[src/rtl/serial_port_pkg.sv]
// Shared constants for the serial port timing blocks.
package serial_port_pkg;

  // Default divisor field widths.
  localparam int DIV_W_DEFAULT  = 16;
  localparam int FRAC_W_DEFAULT = 4;

  // Smallest usable quarter-bit length; keeps `change` from firing on back-to-back cycles.
  localparam int MIN_DIV = 2;

  // Quarter-bit indices: PH_START opens a bit, PH_LAST closes it.
  localparam logic [1:0] PH_START = 2'd0;
  localparam logic [1:0] PH_LAST  = 2'd3;

endpackage

[src/rtl/serial_port_baud_gen.sv]
// Baud-phase generator: paces TX/RX at four phases per bit with an
// integer-plus-fraction quarter-bit divisor. A new divisor is only applied
// at a bit boundary (or at once while disabled), so a bit never mixes timings.
//
// state    | meaning
// DISABLED | en=0: phase held at 3, counter and accumulator parked at 0
// Q0       | phase=0, first quarter of a bit (bit edge when change=1)
// Q1       | phase=1
// Q2       | phase=2
// Q3       | phase=3, last quarter; its expiry is the bit boundary
// The state lives in `phase` plus `en`; there is no separate state register.
module serial_port_baud_gen
  import serial_port_pkg::*;
#(
  parameter int DIV_W       = DIV_W_DEFAULT,
  parameter int FRAC_W      = FRAC_W_DEFAULT,
  parameter int DEFAULT_DIV = 217
) (
  input  logic              clk,
  input  logic              rst_n,
  input  logic              en,
  input  logic [DIV_W-1:0]  div_int,
  input  logic [FRAC_W-1:0] div_frac,
  input  logic              div_load,
  output logic [1:0]        phase,
  output logic              change,
  output logic              div_ack
);

  logic [DIV_W-1:0]  act_int;
  logic [FRAC_W-1:0] act_frac;
  logic [DIV_W-1:0]  pend_int;
  logic [FRAC_W-1:0] pend_frac;
  logic              pend_v;
  logic [DIV_W-1:0]  cnt;
  logic [FRAC_W-1:0] acc;

  logic              expiry;
  logic              boundary;
  logic              apply_bnd;
  logic              apply_dis;
  logic [DIV_W-1:0]  new_int;
  logic [FRAC_W-1:0] new_frac;
  logic [FRAC_W:0]   acc_sum;
  logic [DIV_W-1:0]  cnt_run;
  logic [DIV_W-1:0]  cnt_new;

  // Divisors 0 and 1 would give zero/one-cycle quarters; force them up.
  function automatic logic [DIV_W-1:0] clamp_div(input logic [DIV_W-1:0] d);
    return (d < DIV_W'(MIN_DIV)) ? DIV_W'(MIN_DIV) : d;
  endfunction

  // Decode expiry and boundary events and the reload value for each case.
  always_comb begin
    expiry    = en && (cnt == '0);
    boundary  = expiry && (phase == PH_LAST);
    // A load landing on the boundary itself beats any older pending value.
    apply_bnd = boundary && (div_load || pend_v);
    apply_dis = !en && div_load;
    new_int   = div_load ? div_int  : pend_int;
    new_frac  = div_load ? div_frac : pend_frac;
    acc_sum   = {1'b0, acc} + {1'b0, act_frac};
    // The fraction carry stretches this quarter by one clock.
    cnt_run   = clamp_div(act_int) - DIV_W'(1)
              + {{(DIV_W-1){1'b0}}, acc_sum[FRAC_W]};
    // Fresh divisor starts with a cleared accumulator, so no carry yet.
    cnt_new   = clamp_div(new_int) - DIV_W'(1);
  end

  // Active divisor: replaced immediately while disabled, otherwise only at a boundary.
  always_ff @(posedge clk or negedge rst_n) begin
    if (!rst_n) begin
      act_int  <= DIV_W'(DEFAULT_DIV);
      act_frac <= '0;
    end else if (apply_dis || apply_bnd) begin
      act_int  <= new_int;
      act_frac <= new_frac;
    end
  end

  // Pending divisor: holds a mid-bit load until the boundary; last load wins.
  always_ff @(posedge clk or negedge rst_n) begin
    if (!rst_n) begin
      pend_v    <= 1'b0;
      pend_int  <= '0;
      pend_frac <= '0;
    end else if (apply_dis || apply_bnd) begin
      pend_v    <= 1'b0;
    end else if (en && div_load) begin
      pend_v    <= 1'b1;
      pend_int  <= div_int;
      pend_frac <= div_frac;
    end
  end

  // Quarter timer, fraction accumulator and phase/change outputs.
  always_ff @(posedge clk or negedge rst_n) begin
    if (!rst_n) begin
      cnt    <= '0;
      acc    <= '0;
      phase  <= PH_LAST;
      change <= 1'b0;
    end else if (!en) begin
      // Parking at phase 3 with cnt=0 makes the first enabled cycle a boundary.
      cnt    <= '0;
      acc    <= '0;
      phase  <= PH_LAST;
      change <= 1'b0;
    end else if (expiry) begin
      phase  <= phase + 2'd1;
      change <= 1'b1;
      if (apply_bnd) begin
        cnt <= cnt_new;
        acc <= '0;
      end else begin
        cnt <= cnt_run;
        acc <= acc_sum[FRAC_W-1:0];
      end
    end else begin
      cnt    <= cnt - DIV_W'(1);
      change <= 1'b0;
    end
  end

  // Acknowledge one cycle after a divisor takes effect.
  always_ff @(posedge clk or negedge rst_n) begin
    if (!rst_n) begin
      div_ack <= 1'b0;
    end else begin
      div_ack <= apply_dis || apply_bnd;
    end
  end

endmodule

[config.mk]
export PLATFORM = sky130hd
export DESIGN_NAME = serial_port_baud_gen
export DESIGN_NICKNAME = d
export VERILOG_FILES = /design/src/rtl/serial_port_pkg.sv /design/src/rtl/serial_port_baud_gen.sv
export SDC_FILE = /design/constraint.sdc
export NUM_CORES = 1
export LEC_CHECK = 0
export CAP_MARGIN = 25
export CORE_ASPECT_RATIO = 1.1
export CORE_MARGIN = 4
export CORE_UTILIZATION = 40
export CTS_CLUSTER_SIZE = 30
export DETAILED_ROUTE_END_ITERATION = 12
export PLACE_DENSITY_LB_ADDON = 0.3
export SYNTH_ARGS = -nofsm -noshare
export SYNTH_HDL_FRONTEND = slang
export SYNTH_SLANG_ARGS = --single-unit
[constraint.sdc]
create_clock -name clk -period 3.8 [get_ports clk]
set_clock_uncertainty 0.05 [all_clocks]
set_input_delay 0.76 -clock clk [delete_from_list [all_inputs] [get_ports clk]]
set_output_delay 0.76 -clock clk [all_outputs]
set_load 0.05 [all_outputs]
==> impl_metrics.yaml, run 1 <==
detailed_routing:
  wl_um: 9414
  ant_nets: 0
  drc: 0
  drt_pass1_iterations: 7
  post_drt_via_cell_ratio: 5.519
  dr_total_vias: 3223
  wl_per_cell_um: 16.12
  drt_iter0_markers: 195
yosys:
  synth_cell_type_count: 47
  syn_avg_cell_area_um2: 9.661
  ys.flop_type: "dfrtp_1"
  synthMuxAreaShare: 0.1324
  synthAdderAreaFrac: 0.03357
  synth-xor-area-share: 0.07758
  synthCells: 409
  netlist.area_leader.share: 0.3673
  synth.largest_area_cell: "dfrtp_1"
  syn-num-nets: 443
  ys_ff_latch: 65
  synth_compound_area_frac: 0.1121
  synth_simple_gate_area_share: 0.2055
  netlist_area_um2: 3951
  ys_warn_count: 0
  synth_top_family_by_area: "simple AND/OR/NAND/NOR gates"
  ys_seq_area_frac: 0.4139
  synth_edf_count: 0
  synthArstFlopShare: 1.000
  synth_area_leaders: "dfrtp_1, mux2_2, dfstp_2"
grt:
  grt_max_degree: 31
  antenna_found_initial: 0
  grt_usage: 0.1742
  grt-ovfl-total: 0
  grt_pass1_wl_um: 15900
  grt_pass1_vias: 3308
clocking:
  clk_pin_slew_ps: 80
  cts_buffer_depth: 2
  ctsRootBufferMaster: "clkbuf_8"
  worstSkewPairLatency_ps: 360
  cts-htree-levels: 3
  numCtsBuffers: 9
  clock-sinks: 65
  cts_tree: "yes"
power_and_ir_drop:
  p_int_uw: 2189
  switching_share: 0.3870
  p_leak_uw: 0.002038
  clockPowerShare: 0.221
  seq_power_share: 0.354
  power_switching_uw: 1382
  vdd_drop_max_v: 0.0003389
  power_density_nw_per_um2: 737.6
  design_power_total_uw: 3571
  pwr-share-comb: 0.425
place:
  port_buffers: 27
  hpwl_um: 7149
  dp_slack_ps: -424.3
  gp_congestion: 0.9326
  place_inst: 568
finish:
  nNetsFinal: 496
  antenna_cells: 0
  layout.cells.non_filler: 584
  fillers: 860
  syn_to_final_growth_pct: 22.51
  drive_above_1_share: 0.2270
setup_path:
  worstPathMaxFanout: 4
  arrival_ps: 3880
  crit_required_ps: 4020
  start_kind: "input pin"
  crit_path_cell_trace: "clkdlybuf4s50_1 > or4b_1 > a222oi_1 > buf_4 > and3_1 > nand2b_1 > ha_1 > o221ai_1 > or3b_4 > nor3b_4 > xor2_1 > a211oi_2"
  critical_path_class: "input pin to register"
  max_stage_delay_ps: 570
  endpoint_kind: "register"
  r2r_setup_slack_ps: 240
  slowest_stage: "or4b_1"
sta:
  setup_viol: 0
  slew_headroom: 0.6095
  fmax_ghz: 0.2739
  worst-slew-pin-transition_ps: 581.3
  hold_violations: 0
  fin_crit_sh: 0.9609
  min_period_ps: 3651
  fin_tns_setup_ps: 0
  drv_slew: 0
  worst_slack_ps: 148.8
  rsz0062_at_grt: "false"
floorplan:
  die_w_um: 102.8
  coreArea_um2: 9490
  rows: 37
  die_area_um2: 11530
  start_util: 0.4163
  chipHeight_um: 112.2
  ios: 28
run:
  cap_violations: 0
worst_hold_path:
  hold_path_class: "input pin to async pin"
status:
  outcome: "complete, no violations"
-- what timing repair did --
item                                    CTS  global route
endpoints found under the setup margin    1             3
pin swaps                                 0             2
hold buffers                              0             0
resized for setup                         2             4
setup buffers                             0             0
-- logic make-up (layout without fill, tap and decap cells) --
family | after synthesis | in the layout
buf+inv | 21 | 79
xor+xnor | 35 | 35
fa+ha+maj | 10 | 10
flops | 65 | 65
mux | 48 | 48
simple gates | 160 | 160
compound gates | 70 | 70
-- flip-flops by register name, summed over array words and instances, names as in the netlist --
name,flops
acc,4
act_frac,4
act_int,16
change,1
cnt,16
div_ack,1
pend_frac,4
pend_int,16
pend_v,1
phase,2
-- critical path, delay by kind of cell --
family	cells	cell delay [ps]
and+or+nand+nor	5	1520
AOI/OAI and AO/OA	3	740
buffers and inverters	2	590
adders and majority gates	1	170
xor gates and xnor gates	1	100
-- cells in the final DEF (no fill, tap or decap), types with 14 or more instances in the layout --
cell,instances
mux2i_1,14
dfrtp_1,58
nand2_1,30
xnor2_1,21
clkdlybuf4s50_1,25
nor2_1,46
xor2_1,14
nor3_1,22
mux2_2,34
a21oi_1,24
buf_4,31
-- per-stage QoR --
step / utilization / cell area, µm² / hold WS, ps
final: 0.5101 / 4841 / 296.6
after global routing: 0.5101 / 4841 / 321.4
after CTS: 0.5078 / 4820 / 309.0
after detailed placement: 0.4791 / 4547 / 445.8
after global placement: 0.4770 / 4527 / 434.8
after floorplan: - / 3951 / 414.4
-- power by group through the flow --
stage	combinational, µW	sequential [µW]	clock [µW]
6_report	1520	1260	789
5_1_grt	1690	1310	835
4_1_cts	1520	1260	801
3_5_place_dp	1500	1270	0
3_3_place_gp	1470	1260	0
2_1_floorplan	1070	1250	0
-- area by class of cell --
cell class | count | area, µm² | area share
Timing Repair Buffer | 60 | 533.0 | 0.1101
Clock inverter | 7 | 141.4 | 0.02921
Sequential cell | 65 | 1635 | 0.3378
Tap cell | 117 | 146.4 | 0.03024
Clock buffer | 9 | 123.9 | 0.02559
Multi-Input combinational cell | 323 | 2250 | 0.4647
Inverter | 3 | 11.26 | 0.002326
-- Yosys cell counts (4+ instances only) --
library cell	n
a31oi_1	4
xnor2_1	21
ha_1	9
mux2_2	34
a211oi_1	6
o31ai_1	4
or3_1	9
xor2_1	14
clkbuf_1	6
nand2_1	30
nor2_1	46
nand2b_1	6
dfrtp_1	58
o21ai_0	11
o22ai_1	4
nor3b_1	6
nor4_1	7
mux2i_1	14
or3b_2	5
dfstp_2	7
a21o_1	4
buf_2	7
nand3_1	12
or4_1	6
nor3_1	23
a21oi_1	25
-- path summary, 6_finish.rpt --
kind	from	end	cells after the start
min in group clk	phase[1]	phase[1]	2
min reg2reg	phase[1]	phase[1]	2
max in group asynchronous	rst_n	phase[0]	3
max	div_int[10]	cnt[12]	12
min	rst_n	pend_int[12]	1
max reg2reg	act_int[12]	cnt[13]	11
-- metal layers --
| layer | GRT usage | part of all wire | up-vias | wire length, µm |
|---|---|---|---|---|
| met5 | 0 | 0 | - | 0 |
| met4 | 0.07081 | 0.019 | 0 | 175 |
| met3 | 0.02983 | 0.043 | 13 | 401 |
| met2 | 0.2743 | 0.49 | 74 | 4577 |
| met1 | 0.2364 | 0.45 | 1547 | 4259 |
| li1 | - | - | 1589 | - |
(Power assumes the default switching activity.)
==> inputs of run 2 (changes only) <==
--- a/config.mk
+++ b/config.mk
@@ -5,12 +5,14 @@
 export SDC_FILE = /design/constraint.sdc
 export NUM_CORES = 1
 export LEC_CHECK = 0
+export ABC_CLOCK_PERIOD_IN_PS = 3800
 export CAP_MARGIN = 25
 export CORE_ASPECT_RATIO = 1.1
 export CORE_MARGIN = 4
 export CORE_UTILIZATION = 40
 export CTS_CLUSTER_SIZE = 30
 export DETAILED_ROUTE_END_ITERATION = 12
+export MAX_ROUTING_LAYER = met4
 export PLACE_DENSITY_LB_ADDON = 0.3
 export SYNTH_ARGS = -nofsm -noshare
 export SYNTH_HDL_FRONTEND = slang
==> impl_metrics.yaml, run 2 (synthesized netlist as in run 1, its figures left out) <==
floorplan:
  start_util: 0.4163
  die_area_um2: 11530
  coreArea_um2: 9490
  ios: 28
  chipHeight_um: 112.2
  die_w_um: 102.8
  rows: 37
finish:
  top_regs: "act_int: 16 flops, cnt: 16 flops, pend_int: 16 flops"
  utilization: 0.5036
  final_common_cell: "dfrtp_1"
  layout.cells.non_filler: 588
  nNetsFinal: 500
  syn_to_final_growth_pct: 20.96
  final_cell_mix: "dfrtp_1, nor2_1, buf_4"
  antenna_cells: 0
  drive_above_1_share: 0.2272
  fillers: 833
grt:
  grt-ovfl-total: 0
  grt_pass1_wl_um: 15700
  grt_usage: 0.1782
  grt_max_degree: 43
  grt_pass1_vias: 3332
  antenna_found_initial: 0
clocking:
  numCtsBuffers: 9
  ctsRootBufferMaster: "clkbuf_8"
  clock-sinks: 65
  cts_tree: "yes"
  cts-htree-levels: 3
  holdBufCountCts: 0
  clk_pin_slew_ps: 70
  cts_buffer_depth: 2
  worstSkewPairLatency_ps: 360
place:
  port_buffers: 27
  place_inst: 570
  gp_congestion: 0.9198
  hpwl_um: 7036
setup_path:
  max_stage_delay_ps: 550
  endpoint_kind: "register"
  crit_required_ps: 4030
  crit_path_cell_trace: "clkdlybuf4s50_1 > or4b_4 > a222oi_1 > buf_4 > and3_1 > nand2b_1 > ha_1 > o221ai_1 > or3b_4 > buf_4 > xnor2_1 > nand2_1 > a31oi_1"
  arrival_ps: 3880
  crit_top_cell: "buf_4"
  worstPathMaxFanout: 4
  critical_path_class: "input pin to register"
  start_kind: "input pin"
  slowest_stage: "or4b_4"
detailed_routing:
  post_drt_via_cell_ratio: 5.449
  drt_pass1_iterations: 4
  dr_total_vias: 3204
  wl_per_cell_um: 15.87
  drt_iter0_markers: 215
  wl_um: 9332
  drc: 0
  ant_nets: 0
status:
  outcome: "complete, no violations"
power_and_ir_drop:
  p_leak_uw: 0.002018
  power_density_nw_per_um2: 706.1
  vdd_drop_max_v: 0.0003483
run:
  cap_violations: 0
worst_hold_path:
  hold_path_class: "input pin to async pin"
sta:
  hold-worst-slack_ps: 230.0
  worst-slew-pin-transition_ps: 572.4
  setup_viol: 0
  drv_slew: 0
  fmax_ghz: 0.2743
  rsz0062_at_grt: "false"
  hold_violations: 0
  fin_crit_sh: 0.9593
  min_period_ps: 3646
  slew_headroom: 0.6184
[run 2: cell type report]
type / instances / area, µm² / share of cell area
Multi-Input combinational cell: 323 / 2237 / 0.4681
Sequential cell: 65 / 1635 / 0.3421
Clock inverter: 3 / 40.04 / 0.008377
Inverter: 3 / 11.26 / 0.002356
Tap cell: 117 / 146.4 / 0.03063
Timing Repair Buffer: 64 / 550.5 / 0.1152
Clock buffer: 13 / 158.9 / 0.03325
[run 2: critical path, delay by kind of cell]
family / cells / cell delay (ps)
AOI/OAI and AO/OA: 3 / 710
and+or+nand+nor: 5 / 1340
buffers and inverters: 3 / 750
adders and majority gates: 1 / 180
xor gates and xnor gates: 1 / 150
[run 2: report_power, final]
group	leakage (µW)	total [µW]	internal, µW	switching [µW]
combinational	0.00113	1520	695	827
clock	0.000103	596	337	259
sequential	0.000782	1260	996	261
[run 2: worst paths after layout]
kind                        startpoint  endpoint  slack, ps  cells past startpoint
max                        div_int[10]    cnt[8]        150                     13
min                              rst_n   cnt[14]        230                      1
max reg2reg                act_int[14]   cnt[11]        210                     12
min reg2reg                   phase[1]  phase[1]        450                      2
max in group asynchronous        rst_n  phase[1]       2660                      3
min in group clk              phase[1]  phase[1]        450                      2
[run 2: metrics by stage]
step	TNS, ps	cell area [µm²]	power (µW)	worst slack, ps
6_report	0	4780	3375	154.5
5_1_grt	0	4780	3648	17.83
4_1_cts	0	4748	3389	96.16
3_5_place_dp	-1341	4537	2776	-388.9
3_3_place_gp	-1112	4537	2735	-325.6
2_1_floorplan	0	3951	2321	91.45
[run 2: repair_timing]
action / CTS / global route
gates resized for setup: 3 / 1
endpoints found under the setup margin: 1 / 4
buffers inserted: 0 / 1
pin swaps: 1 / 3
[run 2: metal layers]
metal / wire [µm] / vias up / global-route usage
met1: 4355 / 1518 / 0.2306
li1: - / 1597 / -
met4: 257 / 0 / 0.07945
met5: 0 / - / -
met3: 403 / 21 / 0.03915
met2: 4315 / 68 / 0.2661
